--- src/rtl/decoder_pkg.sv ---
// Shared types and helpers for the one-hot scan decoder: mode encodings,
// controller state encoding and the index-to-one-hot function.
package decoder_pkg;

  localparam logic MODE_DIRECT = 1'b0;
  localparam logic MODE_SCAN   = 1'b1;

  // Widest output vector the onehot() helper can produce.
  localparam int ONEHOT_MAX = 256;

  typedef enum logic [1:0] {
    IDLE   = 2'd0,
    DIRECT = 2'd1,
    SCAN   = 2'd2
  } state_t;

  // Bit idx set when idx addresses one of the first n_out lines, else all zero.
  function automatic logic [ONEHOT_MAX-1:0] onehot(input int unsigned idx,
                                                   input int unsigned n_out);
    logic [ONEHOT_MAX-1:0] v;
    v = '0;
    for (int unsigned i = 0; i < ONEHOT_MAX; i++) begin
      v[i[7:0]] = (i == idx) && (i < n_out);
    end
    return v;
  endfunction

endpackage

--- src/rtl/dwell_timer.sv ---
// Dwell counter for the scan sequencer: counts cycles spent on one index and
// flags the cycle in which the count matches the programmed dwell.
module dwell_timer #(
  parameter int DWELL_W = 16
) (
  input  logic               clk,
  input  logic               rst,
  input  logic               clr,
  input  logic               run,
  input  logic [DWELL_W-1:0] dwell,
  output logic               tick
);

  logic [DWELL_W-1:0] cnt_p1;

  // Compared against the live dwell value, so a shortened dwell lets the
  // count run through its full range before matching again.
  assign tick = (cnt_p1 == dwell);

  always_ff @(posedge clk) begin
    if (rst) begin
      cnt_p1 <= '0;
    end else if (clr) begin
      cnt_p1 <= '0;
    end else if (run) begin
      cnt_p1 <= tick ? '0 : cnt_p1 + DWELL_W'(1);
    end
  end

endmodule

--- src/rtl/onehot_scan_decoder.sv ---
// Registered SEL_W-to-N_OUT one-hot decoder with enable, a handshaked direct
// select mode and an auto-scan mode with programmable dwell per index.
module onehot_scan_decoder
  import decoder_pkg::*;
#(
  parameter int SEL_W      = 3,
  parameter int N_OUT      = 8,
  parameter int DWELL_W    = 16,
  parameter int ACTIVE_LOW = 0
) (
  input  logic               clk,
  input  logic               rst,
  input  logic               ena,
  input  logic               mode,
  input  logic [SEL_W-1:0]   sel,
  input  logic               sel_valid,
  output logic               sel_ready,
  input  logic [DWELL_W-1:0] dwell,
  output logic [N_OUT-1:0]   out,
  output logic [SEL_W-1:0]   idx,
  output logic               wrap
);

  localparam logic [SEL_W-1:0] LAST_IDX = SEL_W'(N_OUT - 1);
  localparam logic [N_OUT-1:0] INACTIVE = (ACTIVE_LOW != 0) ? {N_OUT{1'b1}}
                                                            : {N_OUT{1'b0}};

  state_t           state_p1;
  state_t           state_nx;
  logic [SEL_W-1:0] idx_p1;
  logic [SEL_W-1:0] idx_nx;
  logic [SEL_W-1:0] idx_acc;
  logic [N_OUT-1:0] out_p1;
  logic [N_OUT-1:0] out_nx;
  logic [N_OUT-1:0] dec;
  logic             wrap_p1;
  logic             wrap_nx;
  logic             xfer;
  logic             enter_scan;
  logic             stay_scan;
  logic             tmr_clr;
  logic             tmr_run;
  logic             tmr_tick;

  dwell_timer #(
    .DWELL_W (DWELL_W)
  ) u_dwell_timer (
    .clk   (clk),
    .rst   (rst),
    .clr   (tmr_clr),
    .run   (tmr_run),
    .dwell (dwell),
    .tick  (tmr_tick)
  );

  // Stage p1: controller state, decoded index, output word and wrap strobe
  always_ff @(posedge clk) begin
    if (rst) begin
      state_p1 <= IDLE;
      idx_p1   <= '0;
      out_p1   <= INACTIVE;
      wrap_p1  <= 1'b0;
    end else begin
      state_p1 <= state_nx;
      idx_p1   <= idx_nx;
      out_p1   <= out_nx;
      wrap_p1  <= wrap_nx;
    end
  end

  always_comb begin
    state_nx = state_p1;
    case (state_p1)
      IDLE: begin
        if (ena) begin
          state_nx = (mode == MODE_SCAN) ? SCAN : DIRECT;
        end
      end
      DIRECT: begin
        if (!ena) begin
          state_nx = IDLE;
        end else if (mode == MODE_SCAN) begin
          state_nx = SCAN;
        end
      end
      SCAN: begin
        if (!ena) begin
          state_nx = IDLE;
        end else if (mode == MODE_DIRECT) begin
          state_nx = DIRECT;
        end
      end
      default: state_nx = IDLE;
    endcase

    // A select offered while still in DIRECT is taken even if the mode flips.
    xfer       = (state_p1 == DIRECT) && sel_valid;
    enter_scan = (state_nx == SCAN) && (state_p1 != SCAN);
    stay_scan  = (state_nx == SCAN) && (state_p1 == SCAN);
    idx_acc    = xfer ? sel : idx_p1;

    idx_nx  = idx_acc;
    wrap_nx = 1'b0;
    if (enter_scan) begin
      if (idx_acc > LAST_IDX) begin
        idx_nx = '0;
      end
    end else if (stay_scan && tmr_tick) begin
      if (idx_p1 >= LAST_IDX) begin
        idx_nx  = '0;
        wrap_nx = 1'b1;
      end else begin
        idx_nx = idx_p1 + SEL_W'(1);
      end
    end

    tmr_run = stay_scan;
    tmr_clr = enter_scan || (state_nx == DIRECT);

    // Decode from the index being registered so out and idx never disagree.
    dec    = N_OUT'(onehot(32'(idx_nx), N_OUT));
    out_nx = '0;
    if ((state_nx != IDLE) && (idx_nx <= LAST_IDX)) begin
      out_nx = dec;
    end
    out_nx = out_nx ^ INACTIVE;
  end

  assign sel_ready = (state_p1 == DIRECT);
  assign idx       = idx_p1;
  assign out       = out_p1;
  assign wrap      = wrap_p1;

endmodule

--- config.mk ---
export PLATFORM = sky130hd
export DESIGN_NAME = onehot_scan_decoder
export DESIGN_NICKNAME = d
export VERILOG_FILES = /design/src/rtl/decoder_pkg.sv /design/src/rtl/dwell_timer.sv /design/src/rtl/onehot_scan_decoder.sv
export SDC_FILE = /design/constraint.sdc
export NUM_CORES = 1
export LEC_CHECK = 0
export CAP_MARGIN = 15
export CORE_MARGIN = 5
export CORE_UTILIZATION = 50
export DETAILED_ROUTE_END_ITERATION = 16
export PLACE_DENSITY = 0.9
export SLEW_MARGIN = 20
export SYNTH_ARGS = -nofsm -noshare
export SYNTH_HDL_FRONTEND = slang
export SYNTH_SLANG_ARGS = --single-unit
--- constraint.sdc ---
create_clock -name clk -period 3.4 [get_ports clk]
set_input_delay 0.34 -clock clk [delete_from_list [all_inputs] [get_ports clk]]
set_output_delay 0.34 -clock clk [all_outputs]
set_load 0.005 [all_outputs]
# [Word level (Yosys, flattened, before mapping)]
# Index checks and enable logic that the tools add are counted.
# Widths: inputs -> output; s select.
[word_totals] reg_bits=30 inputBits=24 word_cells=51
[classes] add_sub_neg=2 magnitude_cmp=3 n_eq_ne=13 muxes=14 n_bitwise=2 n_reduce_logical=12
[op_table] operator="$add 16x1->16 const B" n=1
[op_table] operator="$eq 16x16->1" n=1
[op_table] operator="$mux 16" n=1
[op_table] operator="$mux 3" n=5
[op_table] operator="$eq 3x3->1 const A" n=4
[op_table] operator="$mux 2" n=6
[op_table] operator="$eq 2x3->1 const A" n=2
[op_table] operator="$pmux 2 s3" n=1
[op_table] operator="$logic_and 1x1->1" n=5
[op_table] operator="$eq 2x1->1 const B" n=2
[op_table] operator="$eq 2x2->1 const B" n=2
[op_table] operator="$reduce_or 2->1" n=2
[op_table] operator="$add 3x1->3 const B" n=1
[op_table] operator="$eq 1x3->1 const A" n=1
[op_table] operator="$ge 3x3->1 const B" n=1
[op_table] operator="$gt 3x3->1 const B" n=1
[op_table] operator="$le 3x3->1 const B" n=1
[op_table] operator="$logic_not 3->1" n=1
[op_table] operator="$reduce_or 3->1" n=1
[op_table] operator="$logic_not 2->1" n=1
[op_table] operator="$ne 2x2->1 const B" n=1
[op_table] operator="$not 1->1" n=2
[op_table] operator="$reduce_bool 2->1" n=1
[op_table] operator="$logic_or 1x1->1" n=1
[op_table] operator="$mux 1" n=1

# [Depth between registers and ports, before layout]
# Gate-level depths: netlist (run 1).
[logic_depth] depth_word=12 mapped_depth=7

# [By module]
# Synthesis (run 1) repeated with hierarchy kept, for this count alone.
[hier_totals] hier_cells=170 area_unflattened_um2=1580.3
[by_module_without_submodules] module="dwell_timer" n_inst=1 cells_each=119 area_each_um2=954.7 seq_area_each_um2=320.3
[by_module_without_submodules] module="onehot_scan_decoder" n_inst=1 cells_each=51 area_each_um2=625.6 seq_area_each_um2=280.3

# [Worst setup path after synthesis (run 1)]
# Ideal clock, no wire load.
[synth_timing] kind="register -> register" from="reg idx_p1[0], in the netlist idx[0]" to="reg out_p1[5], in the netlist out[5]" setup_ps=72 arrival_ps=1559 setup_slack_ps=1770 path_stages_with_launch=7 n_path_buf=0 cell_sequence="dfxtp_1 ha_1 ha_1 a31oi_1 nand2_1 or3_1 mux2i_1"
[synth_via] elab_chain_cells=8 word_cells_on_any_way=13
[synth_lines] element="start, declared" line_no="onehot_scan_decoder.sv:30" text="logic [SEL_W-1:0] idx_p1;"
[synth_lines] element="start signal, assigned" line_no="onehot_scan_decoder.sv:65" text="idx_p1 <= idx_nx;"
[synth_lines] element="$add 3x1->3, or another cell as far along" line_no="onehot_scan_decoder.sv:113" text="idx_nx = idx_p1 + SEL_W'(1);"
[synth_lines] element="$mux 3 / $gt 3x3->1 (equally long branches)" line_no="onehot_scan_decoder.sv:109, onehot_scan_decoder.sv:105"
[synth_lines] element="$mux 3 (on tied branches)" line_no="onehot_scan_decoder.sv:108, onehot_scan_decoder.sv:105"
[synth_lines] element="$mux 3 *" line_no="onehot_scan_decoder.sv:104" text="if (enter_scan) begin"
[synth_lines] element="$le 3x3->1" line_no="onehot_scan_decoder.sv:123" text="if ((state_nx != IDLE) && (idx_nx <= LAST_IDX)) begin"
[synth_lines] element="$logic_and 1x1->1" line_no="onehot_scan_decoder.sv:123"
[synth_lines] element="$not 1->1 (no source line)"
[synth_lines] element="$reduce_or 2->1 (no source line)"
[synth_lines] element="end signal, assigned" line_no="onehot_scan_decoder.sv:66" text="out_p1 <= out_nx;"
[synth_lines] element="end, declared" line_no="onehot_scan_decoder.sv:33" text="logic [N_OUT-1:0] out_p1;"
# Mark *: on every way between the ends. The rest lies on a longest branch, timed or not.
# A chain may end at the register's enable or synchronous reset.

# [Worst setup path in the final report (run 1)]
[layout_timing] from="in ena" to="reg u_dwell_timer.cnt_p1[1]"
[layout_via] elab_chain_cells=6 word_cells_on_any_way=10
[layout_lines] element="start, declared" line_no="onehot_scan_decoder.sv:13" text="input logic ena,"
[layout_lines] element="$mux 2 (on tied branches)" line_no="onehot_scan_decoder.sv:87, onehot_scan_decoder.sv:75, onehot_scan_decoder.sv:80"
[layout_lines] element="$pmux 2 s3 *" line_no="onehot_scan_decoder.sv:73" text="case (state_p1)"
[layout_lines] element="$eq 2x2->1" line_no="onehot_scan_decoder.sv:98, onehot_scan_decoder.sv:99"
[layout_lines] element="$logic_and 1x1->1" line_no="onehot_scan_decoder.sv:98" text="enter_scan = (state_nx == SCAN) && (state_p1 != SCAN);"
[layout_lines] element="$logic_or 1x1->1" line_no="onehot_scan_decoder.sv:118" text="tmr_clr = enter_scan || (state_nx == DIRECT);"
[layout_lines] element="$reduce_or 2->1 (no source line)"
[layout_lines] element="end signal, assigned" line_no="dwell_timer.sv:26" text="cnt_p1 <= tick ? '0 : cnt_p1 + DWELL_W'(1);"
[layout_lines] element="end, declared" line_no="dwell_timer.sv:14" text="logic [DWELL_W-1:0] cnt_p1;"
# Marked as above.

==> results of run 1 <==
## cells in the final DEF, fill, tap and decap left out, types with 3 or more instances in the layout
master and n:
sky130_fd_sc_hd__a21oi_1 3, sky130_fd_sc_hd__and2_1 8, sky130_fd_sc_hd__and4_1 5, sky130_fd_sc_hd__clkbuf_4 5, sky130_fd_sc_hd__clkdlybuf4s50_1 36, sky130_fd_sc_hd__dfxtp_1 30
sky130_fd_sc_hd__ha_1 3, sky130_fd_sc_hd__mux2i_1 8, sky130_fd_sc_hd__nand2_1 19, sky130_fd_sc_hd__nand3_1 10, sky130_fd_sc_hd__nand4_1 8, sky130_fd_sc_hd__nor2_1 24
sky130_fd_sc_hd__nor3_1 5, sky130_fd_sc_hd__nor4_1 4, sky130_fd_sc_hd__o21ai_0 3, sky130_fd_sc_hd__o21ai_1 3, sky130_fd_sc_hd__xnor2_1 18, sky130_fd_sc_hd__xor2_1 13
## sequential cells by signal, summed over array words and instances (netlist names)
register	cells
state_p1	2
idx	3
out	8
u_dwell_timer.cnt_p1	16
wrap	1
## layer usage
layer / GRT usage / vias up / wire [microns]
li1: - / 751 / -
met1: 0.213 / 685 / 1600
met2: 0.315 / 30 / 1830
met3: 0.0591 / 4 / 206
met4: 0.0596 / 0 / 39
met5: 0 / - / 0
## stage by stage
| stage | instance area [sq um] | setup slack [ns] | total power (W) | utilization | hold slack (ns) |
|---|---|---|---|---|---|
| after floorplan | 1680 | 1.77 | 0.000397 | - | 0.409 |
| after global placement | 2060 | 0.917 | 0.000437 | 0.629 | 0.525 |
| after detailed placement | 2060 | 0.820 | 0.000438 | 0.629 | 0.554 |
| after CTS | 2120 | 1.18 | 0.000661 | 0.647 | 0.579 |
| after global routing | 2120 | 0.904 | 0.000684 | 0.647 | 0.614 |
| final | 2120 | 1.17 | 0.000657 | 0.647 | 0.574 |
## Yosys cell counts, drive strengths merged
cell    number
nand4        9
and3b        2
nand2       19
nand3       11
a21oi        3
or3          2
nand4b       1
and2         9
nor3         6
and4b        1
buf          3
nor2        24
nand3b       2
xnor2       18
and3         2
and4         5
nor4         5
o21ai        7
ha           3
a31oi        1
inv          2
mux2         3
nor2b        2
o21bai       1
mux2i        8
dfxtp       30
xor2        13
## critical path, stage by stage
cell                              delay [ns]
sky130_fd_sc_hd__clkdlybuf4s50_1        0.53
sky130_fd_sc_hd__and4b_1                0.49
sky130_fd_sc_hd__nor2b_1                0.21
sky130_fd_sc_hd__nand4_1                0.17
sky130_fd_sc_hd__o21ai_2                0.56
sky130_fd_sc_hd__nor2_1                 0.13
## power groups by stage
stage	combinational, W	sequential (W)	clock [W]
final	0.0000730	0.000357	0.000227
after global routing	0.0000806	0.000357	0.000246
after CTS	0.0000734	0.000357	0.000231
after detailed placement	0.0000731	0.000365	0
after global placement	0.0000721	0.000365	0
after floorplan	0.0000326	0.000365	0
## cell families after synthesis
family / count (synthesis) / synth area share
AO/OA/AOI/OAI: 12 / 0.0403
XOR/XNOR: 31 / 0.162
adder cells (fa/ha/maj): 3 / 0.0224
buffers and inverters: 5 / 0.0224
flip-flops: 30 / 0.358
multiplexers: 11 / 0.0679
AND/OR/NAND/NOR: 100 / 0.327
## worst min-delay path by stage
stage,from,cells after the start,to
finish,u_dwell_timer.cnt_p1[15]$_SDFFE_PP0N_,2,u_dwell_timer.cnt_p1[15]$_SDFFE_PP0N_
global route,u_dwell_timer.cnt_p1[15]$_SDFFE_PP0N_,2,u_dwell_timer.cnt_p1[15]$_SDFFE_PP0N_
CTS,u_dwell_timer.cnt_p1[15]$_SDFFE_PP0N_,2,u_dwell_timer.cnt_p1[15]$_SDFFE_PP0N_
detailed placement,u_dwell_timer.cnt_p1[15]$_SDFFE_PP0N_,2,u_dwell_timer.cnt_p1[15]$_SDFFE_PP0N_
global placement,u_dwell_timer.cnt_p1[15]$_SDFFE_PP0N_,2,u_dwell_timer.cnt_p1[15]$_SDFFE_PP0N_
floorplan,rst,1,idx[1]$_SDFF_PP0_
## cell type report
class | count | share of cell area
clock buffers | 7 | 0.0259
clock inverters | 1 | 0.00236
inverters | 2 | 0.00353
multi-input cells | 157 | 0.489
flip-flops and latches | 30 | 0.283
well taps | 46 | 0.0271
repair buffers | 36 | 0.170
==> impl_summary.log, run 1 <==
[metrics] number of synthesis warnings: 0
[metrics] number of filler cells placed in the layout: 291
[metrics] Setup TNS: 0 ns
[metrics] worst clock skew: 0.0139 ns
[metrics] post-CTS setup repair buffer count: 0
[metrics] via density per instance: 5.27
[metrics] # DRC: 0
[metrics] Final Setup Violations: 0
[metrics] share of layout cells above drive strength 1: 0.0644
[metrics] fraction of power spent switching nets: 0.244
[metrics] CTS root buffer: sky130_fd_sc_hd__clkbuf_4
[metrics] internal power: 0.000496 W
[metrics] DRT antenna net count: 0
[metrics] number of antenna violations at the first check in global routing: 0
[metrics] Post-Syn Area: 1680 sq um
[metrics] vias in the first global route: 1443
[metrics] Core Footprint: 3280 sq um
[metrics] switching power: 0.000160 W
[metrics] Reg area: 601 sq um
[metrics] total inserted antenna cells: 0
[metrics] First-pass DRT Iterations: 4
[metrics] Die X-Extent: 67.9 microns
[metrics] vias post-DR: 1470
[metrics] Seq pwr share: 0.543
[metrics] shortest clock period the worst path allows after layout: 2.23 ns
[metrics] max_slew headroom: 0.571
[metrics] ratio of total power to cell area: 309 nW/um^2
[metrics] setup repair after global routing missed its margin: no
[metrics] Port Buf Inserts: 36
[metrics] Worst Setup Start Kind: input port
[metrics] sequential area share after synthesis: 0.358
[metrics] cell types occupying the most area after synthesis: sky130_fd_sc_hd__dfxtp_1 (36%), sky130_fd_sc_hd__xnor2_1 (9.4%), sky130_fd_sc_hd__xor2_1 (6.8%), sky130_fd_sc_hd__nor2_1 (5.4%), sky130_fd_sc_hd__mux2i_1 (4.8%)
[metrics] share of the synthesized area in the top cell type: 0.358
[metrics] total half-perimeter wirelength after legalization and detailed placement: 2940 microns
[metrics] Register-to-Register Path Depth: 5
[metrics] RePlAce Congestion: 0.903
[metrics] final count of pins violating max slew: 0
[metrics] violation count after the first detailed-route iteration: 57
[metrics] arrival time at the worst endpoint: 2.43 ns
[metrics] mean post-synth cell area: 8.73 sq um
[metrics] worst reg2reg path endpoint: u_dwell_timer.cnt_p1[1]$_SDFFE_PP0N_
[metrics] count of pins on the block boundary: 37
[metrics] number of flip-flops and latches in the synthesized netlist: 30
[metrics] first-pass GRT wire length: 6380 microns
[metrics] Area growth syn-to-layout: 26.7%
[metrics] number of hold-slack violations in the final timing report: 0
[metrics] post-cts resize count: 0
[metrics] source of the critical timing path: ena
[metrics] multi-input gate area in the final layout: 1040 sq um
[metrics] Max clock buf depth: 2
[metrics] setup slack of the worst register-to-register path: 1.29 ns
[metrics] placed insts: 271
[metrics] Worst Setup EP: u_dwell_timer.cnt_p1[1]$_SDFFE_PP0N_
[metrics] Post-Synthesis Cells: 192
[metrics] CP max FO: 16
[metrics] WS Path Type: input port to register
[metrics] post-detailed-routing wire length: 3670 microns
[metrics] most area-hungry cell type in the Yosys netlist: sky130_fd_sc_hd__dfxtp_1
[metrics] count of distinct cell types in the synthesized netlist: 36
[metrics] insertion delay of the later-clocked pin in the worst-skew pair: 0.34 ns
[metrics] post-layout net count: 259
[metrics] Die Span Y: 67.9 microns
[metrics] part of the total power dissipated in the clock network: 0.346
[metrics] endpoint kind of the worst setup timing path: register
[metrics] required time reported for the critical path endpoint: 3.60 ns
[metrics] Clock Pin Slew Worst Setup and Hold Paths: 0.10 ns
[metrics] clock buffers created by TritonCTS: 5
[metrics] slew at the pin closest to its max-slew limit: 0.643 ns
[metrics] fmax: 0.448 GHz
[metrics] Max IR drop VDD: 204 uV
[metrics] average routed wire per standard cell: 13.1 microns
[metrics] Leakage Power: 0.745 nW
[metrics] launch point of the worst reg-to-reg path: state_p1[1]$_SDFF_PP0_
[metrics] combinational cell fraction of total power: 0.111
[metrics] global routing usage summed across all routing layers: 0.183
[metrics] pin count of the biggest net entering global routing: 17
[metrics] CTS tree: done
[metrics] synthesized net count: 219
[metrics] final period utilization: 0.657
[metrics] number of buffers added to fix hold violations after cts: 0
[metrics] status: complete, no violations
[metrics] number of clock sinks: 30
[metrics] max-capacitance violation count: 0
[metrics] num rows: 21
[metrics] Die Footprint: 4610 sq um
[metrics] initial core utilization: 0.510
[metrics] number of standard cells in the layout, taps in and fillers out: 279
[metrics] total congestion overflow after global routing: 0
[metrics] min-delay worst type: register to register
[metrics] maximum level of the CTS H-tree: 2
(Power assumes the default switching activity.)
==> run 2: changes to the inputs <==
- CORE_UTILIZATION: 50 -> 45
- PLACE_DENSITY: 0.9 -> 0.86
- clock period: 3.4 -> 2.05 ns (I/O delays scaled with it)
==> impl_summary.log, run 2 (synthesized netlist as in run 1, its figures left out) <==
[metrics] Max clock buf depth: 2
[metrics] CP max FO: 6
[metrics] Top Family by Delay on Critical Path: simple AND/OR/NAND/NOR gates
[metrics] met3 track utilization from global routing: 0.0483
[metrics] GR Layer Usage met2: 0.271
[metrics] worst hold-check slack: 0.552 ns
[metrics] Register-to-Register Path Depth: 7
[metrics] # DRC: 0
[metrics] DRT antenna net count: 0
[metrics] global routing usage summed across all routing layers: 0.157
[metrics] register name with the most flops: u_dwell_timer.cnt_p1
[metrics] global-route met1 utilization: 0.179
[metrics] max-capacitance violation count: 0
[metrics] final count of pins violating max slew: 0
[metrics] First-pass DRT Iterations: 4
[metrics] average routed wire per standard cell: 12.9 microns
[metrics] source of the critical timing path: idx[0]$_SDFF_PP0_
[metrics] vias in the first global route: 1478
[metrics] commonest cells after routing, fill and taps aside: sky130_fd_sc_hd__clkdlybuf4s50_1 (36), sky130_fd_sc_hd__dfxtp_1 (30), sky130_fd_sc_hd__nor2_1 (24), sky130_fd_sc_hd__nand2_1 (19), sky130_fd_sc_hd__xnor2_1 (18)
[metrics] total inserted antenna cells: 0
[metrics] CTS tree: done
[metrics] share of the core filled with cells: 0.617
[metrics] insertion delay of the later-clocked pin in the worst-skew pair: 0.28 ns
[metrics] number of hold-slack violations in the final timing report: 0
[metrics] endpoint kind of the worst setup timing path: register
[metrics] final period utilization: 0.843
[metrics] number of antenna violations at the first check in global routing: 0
[metrics] num rows: 22
[metrics] maximum level of the CTS H-tree: 2
[metrics] highest-delay cell along the critical path: sky130_fd_sc_hd__dfxtp_1
[metrics] count of pins on the block boundary: 37
[metrics] post-layout net count: 266
[metrics] RePlAce Congestion: 0.875
[metrics] Die X-Extent: 71.0 microns
[metrics] worst clock skew: 0.00272 ns
[metrics] Setup TNS: 0 ns
[metrics] min-delay worst type: register to register
[metrics] launch point of the worst reg-to-reg path: idx[0]$_SDFF_PP0_
[metrics] Core Footprint: 3630 sq um
[metrics] Clock Pin Slew Worst Setup and Hold Paths: 0.06 ns
[metrics] PnR worst setup slack: 0.323 ns
[metrics] GRT busiest layer: met2
[metrics] slowest stage delay, CP: 0.35 ns
[metrics] WS Path Type: register to register
[metrics] most common cell after layout, fill and taps aside: sky130_fd_sc_hd__clkdlybuf4s50_1
[metrics] pin count of the biggest net entering global routing: 17
[metrics] total half-perimeter wirelength after legalization and detailed placement: 2950 microns
[metrics] Levels on crit path: 7
[metrics] Worst Setup Slack post-DPL: 0.0968 ns
[metrics] number of filler cells placed in the layout: 346
[metrics] shortest clock period the worst path allows after layout: 1.73 ns
[metrics] worst reg2reg path endpoint: out[4]$_SDFF_PP0_
[metrics] number of clock sinks: 30
[metrics] setup slack of the worst register-to-register path: 0.32 ns
[metrics] Max IR drop VDD: 368 uV
[metrics] Final Setup Violations: 0
[metrics] required time reported for the critical path endpoint: 2.26 ns
[metrics] status: complete, no violations
[metrics] via density per instance: 5.16
[metrics] Port Buf Inserts: 36
[metrics] Worst Path Buf+Inv: 0
[metrics] fmax: 0.579 GHz
[metrics] Die Span Y: 71.0 microns
[metrics] post-CTS setup repair buffer count: 0
[metrics] slew at the pin closest to its max-slew limit: 0.419 ns
[metrics] max_slew headroom: 0.713
[metrics] initial core utilization: 0.461
[metrics] post-cts resize count: 0
[metrics] critical path, cell by cell: ha_1, ha_1, a31oi_1, nand2_1, nor3_1, nand2_1, mux2i_1
[metrics] CTS root buffer: sky130_fd_sc_hd__clkbuf_8
[metrics] Leakage Power: 0.806 nW
[metrics] violation count after the first detailed-route iteration: 78
[metrics] Area growth syn-to-layout: 33.7%
[metrics] vias post-DR: 1487
[metrics] number of buffers added to fix hold violations after cts: 0
[metrics] Worst Setup EP: out[4]$_SDFF_PP0_
[metrics] share of layout cells above drive strength 1: 0.0958
[metrics] Die Footprint: 5050 sq um
[metrics] arrival time at the worst endpoint: 1.94 ns
[metrics] Worst Setup Start Kind: register
[metrics] Largest register FFs: 16
[metrics] first-pass GRT wire length: 6370 microns
[metrics] post-detailed-routing wire length: 3710 microns
[metrics] setup repair after global routing missed its margin: no
[metrics] clock buffers created by TritonCTS: 5
[metrics] ratio of total power to cell area: 564 nW/um^2
[metrics] total congestion overflow after global routing: 0
run 2: changes by cell type in the layout (fill, tap and decap cells not counted):
cell / delta
sky130_fd_sc_hd__clkinv_2: -1
sky130_fd_sc_hd__buf_4: +6
sky130_fd_sc_hd__buf_12: +1
sky130_fd_sc_hd__clkbuf_1: -1
sky130_fd_sc_hd__clkbuf_4: -5
sky130_fd_sc_hd__clkbuf_8: +7
run 2: worst min-delay path by stage:
stage,startpoint,to,depth (start not counted)
2_1_floorplan,rst,idx[1]$_SDFF_PP0_,1
3_3_place_gp,u_dwell_timer.cnt_p1[15]$_SDFFE_PP0N_,u_dwell_timer.cnt_p1[15]$_SDFFE_PP0N_,2
3_5_place_dp,u_dwell_timer.cnt_p1[15]$_SDFFE_PP0N_,u_dwell_timer.cnt_p1[15]$_SDFFE_PP0N_,2
4_1_cts,u_dwell_timer.cnt_p1[15]$_SDFFE_PP0N_,u_dwell_timer.cnt_p1[15]$_SDFFE_PP0N_,2
5_1_grt,u_dwell_timer.cnt_p1[4]$_SDFFE_PP0N_,u_dwell_timer.cnt_p1[4]$_SDFFE_PP0N_,2
6_report,u_dwell_timer.cnt_p1[15]$_SDFFE_PP0N_,u_dwell_timer.cnt_p1[15]$_SDFFE_PP0N_,2
run 2: worst register-to-register path, cell delays in order (launching register included):
cell and delay [ns]:
sky130_fd_sc_hd__dfxtp_1 0.35, sky130_fd_sc_hd__ha_1 0.22, sky130_fd_sc_hd__ha_1 0.21, sky130_fd_sc_hd__a31oi_1 0.23
sky130_fd_sc_hd__nand2_1 0.13, sky130_fd_sc_hd__nor3_1 0.28, sky130_fd_sc_hd__nand2_1 0.10, sky130_fd_sc_hd__mux2i_1 0.13
run 2: area by class of cell:
cell class                 count  area (sq um)  share of cell area
sequential                    30           601               0.268
tap                           48          60.1              0.0268
clock buffer                   8           110              0.0491
multi-input combinational    157          1040               0.463
timing repair buffer          43           425               0.190
inverter                       2          7.51             0.00335
run 2: per-layer routing:
| metal | vias up | part of all wire |
|---|---|---|
| met1 | 676 | 0.44 |
| met5 | - | 0 |
| met4 | 0 | 0.015 |
| li1 | 765 | - |
| met3 | 5 | 0.060 |
| met2 | 41 | 0.48 |
run 2: through the flow:
step,cell area (sq um),cells,power (W)
after floorplan,1680,192,0.000659
after global placement,2130,280,0.000734
after detailed placement,2130,280,0.000736
after CTS,2240,288,0.00129
after global routing,2240,288,0.00132
final,2240,288,0.00126
run 2: power by group:
group          switching [W]  internal (W)  total [W]
sequential        0.00000423      0.000588   0.000592
clock               0.000203      0.000338   0.000541
combinational      0.0000533     0.0000776   0.000131
total               0.000260       0.00100    0.00126
==> run 3: changes to the inputs <==
- clock period: 2.05 -> 1.5 ns (I/O delays scaled with it)
==> impl_summary.log, run 3 (synthesized netlist as in run 1, its figures left out) <==
[metrics] DRT antenna net count: 0
[metrics] first-pass GRT wire length: 8060 microns
[metrics] required time reported for the critical path endpoint: 1.67 ns
[metrics] CTS tree: done
[metrics] vias post-DR: 1750
[metrics] Die Footprint: 5050 sq um
[metrics] Die Span Y: 71.0 microns
[metrics] register name with the most flops: u_dwell_timer.cnt_p1
[metrics] max-capacitance violation count: 0
[metrics] First-pass DRT Iterations: 4
[metrics] global routing usage summed across all routing layers: 0.203
[metrics] shortest clock period the worst path allows after layout: 1.60 ns
[metrics] Tot Pwr: 0.00209 W
[metrics] number of antenna violations at the first check in global routing: 0
[metrics] status: complete, but fails checks
[metrics] violated checks: setup timing
[metrics] total inserted antenna cells: 0
[metrics] num rows: 22
[metrics] initial core utilization: 0.461
[metrics] violation count after the first detailed-route iteration: 110
[metrics] Max IR drop VDD: 606 uV
[metrics] Port Buf Inserts: 36
[metrics] worst hold-check slack: 0.530 ns
[metrics] via density per instance: 5.47
[metrics] Largest register FFs: 16
[metrics] pin count of the biggest net entering global routing: 11
[metrics] Final Setup Violations: 26
[metrics] number of hold-slack violations in the final timing report: 0
[metrics] Core Footprint: 3630 sq um
[metrics] post-detailed-routing wire length: 5520 microns
[metrics] Setup TNS: -1.61 ns
[metrics] launch point of the worst reg-to-reg path: u_dwell_timer.cnt_p1[4]$_SDFFE_PP0N_
[metrics] # DRC: 0
[metrics] startpoint of the most critical hold path: mode
[metrics] Area growth syn-to-layout: 67.2%
[metrics] insertion delay of the later-clocked pin in the worst-skew pair: 0.29 ns
[metrics] setup slack of the worst register-to-register path: -0.10 ns
[metrics] RePlAce Congestion: 0.918
[metrics] arrival time at the worst endpoint: 1.77 ns
[metrics] setup repair after global routing missed its margin: yes
[metrics] Max clock buf depth: 2
[metrics] CP max FO: 9
[metrics] slowest stage delay, CP: 0.37 ns
[metrics] Die X-Extent: 71.0 microns
[metrics] endpoint kind of the worst setup timing path: register
[metrics] final period utilization: 1.07
[metrics] min-delay worst type: input port to register
[metrics] Clock Pin Slew Worst Setup and Hold Paths: 0.06 ns
[metrics] worst reg2reg path endpoint: u_dwell_timer.cnt_p1[6]$_SDFFE_PP0N_
[metrics] final count of pins violating max slew: 0
[metrics] count of pins on the block boundary: 37
[metrics] highest-delay cell along the critical path: sky130_fd_sc_hd__dfxtp_4
[metrics] source of the critical timing path: u_dwell_timer.cnt_p1[4]$_SDFFE_PP0N_
[metrics] fmax: 0.625 GHz
[metrics] total half-perimeter wirelength after legalization and detailed placement: 3460 microns
[metrics] clock buffers created by TritonCTS: 5
[metrics] maximum level of the CTS H-tree: 2
[metrics] total congestion overflow after global routing: 0
[metrics] Register-to-Register Path Depth: 6
[metrics] Leakage Power: 1.05 nW
[metrics] placed insts: 307
[metrics] ratio of total power to cell area: 747 nW/um^2
[metrics] Worst Setup Start Kind: register
[metrics] number of buffers added to fix hold violations after cts: 0
[metrics] share of the core filled with cells: 0.772
[metrics] slew at the pin closest to its max-slew limit: 0.395 ns
[metrics] most common cell after layout, fill and taps aside: sky130_fd_sc_hd__buf_4
[metrics] PnR worst setup slack: -0.101 ns
[metrics] WS Path Type: register to register
[metrics] critical path, cell by cell: xor2_4, nor4_4, nand4_1, o21ai_2, buf_6, nor2_1
[metrics] commonest cells after routing, fill and taps aside: sky130_fd_sc_hd__buf_4 (35), sky130_fd_sc_hd__clkdlybuf4s50_1 (33), sky130_fd_sc_hd__dfxtp_1 (21), sky130_fd_sc_hd__nand2_1 (16), sky130_fd_sc_hd__nor2_1 (15)
[metrics] number of filler cells placed in the layout: 235
[metrics] share of layout cells above drive strength 1: 0.401
[metrics] Worst Setup EP: u_dwell_timer.cnt_p1[6]$_SDFFE_PP0N_
[metrics] max_slew headroom: 0.736
[metrics] vias in the first global route: 1748
[metrics] CTS root buffer: sky130_fd_sc_hd__clkbuf_8
[metrics] number of clock sinks: 30
[metrics] average routed wire per standard cell: 17.2 microns
[metrics] post-layout net count: 298
[metrics] number of standard cells in the layout, taps in and fillers out: 320
[metrics] worst clock skew: 0.0106 ns
-- run 3: cell type report --
cell class,count,area [sq um],area share
Tap cell,48,60.1,0.0214
Clock inverter,2,60.1,0.0214
Clock buffer,6,82.6,0.0295
Sequential cell,30,617,0.220
Multi-Input combinational cell,157,1310,0.467
Inverter,2,7.51,0.00268
Timing Repair Buffer,75,668,0.238
-- run 3: routing by layer --
layer,part of all wire,GRT usage,wire [microns],vias up
met4,0.047,0.0877,257,0
met3,0.057,0.0540,312,24
met1,0.37,0.216,2050,838
met5,0,0,0,-
met2,0.52,0.373,2900,66
li1,-,-,-,822
-- run 3: through the flow --
stage	area, sq um	setup WS, ns
after floorplan	1710	-0.0239
after global placement	2360	-0.345
after detailed placement	2360	-0.375
after CTS	2640	-0.0398
after global routing	2800	-0.198
final	2800	-0.101
-- run 3: power breakdown --
part           switching, W  internal [W]  leakage [nW]
clock network      0.000325      0.000709        0.0714
logic              0.000115      0.000141         0.729
registers        0.00000454      0.000801         0.247
-- run 3: what timing repair did --
action | 4_1_cts | 5_1_grt
resized for setup | 29 | 41
buffers inserted | 4 | 1
pin swaps | 16 | 9
endpoints found under the setup margin | 29 | 29
-- run 3: how the worst min path moves through the flow --
stage	to	slack [ns]	cells after the start
detailed placement	u_dwell_timer.cnt_p1[13]$_SDFFE_PP0N_	0.55	2
global route	state_p1[0]$_SDFF_PP0_	0.55	3
CTS	state_p1[0]$_SDFF_PP0_	0.52	3
floorplan	idx[1]$_SDFF_PP0_	0.21	1
global placement	u_dwell_timer.cnt_p1[13]$_SDFFE_PP0N_	0.53	2
finish	state_p1[0]$_SDFF_PP0_	0.53	3
-- run 3: critical path, delay by kind of cell, from the launching register on --
| family | cells | cell delay [ns] |
|---|---|---|
| and+or+nand+nor | 3 | 0.54 |
| DFF | 1 | 0.37 |
| AOI/OAI and AO/OA | 1 | 0.22 |
| xor gates and xnor gates | 1 | 0.17 |
| buffers and inverters | 1 | 0.17 |
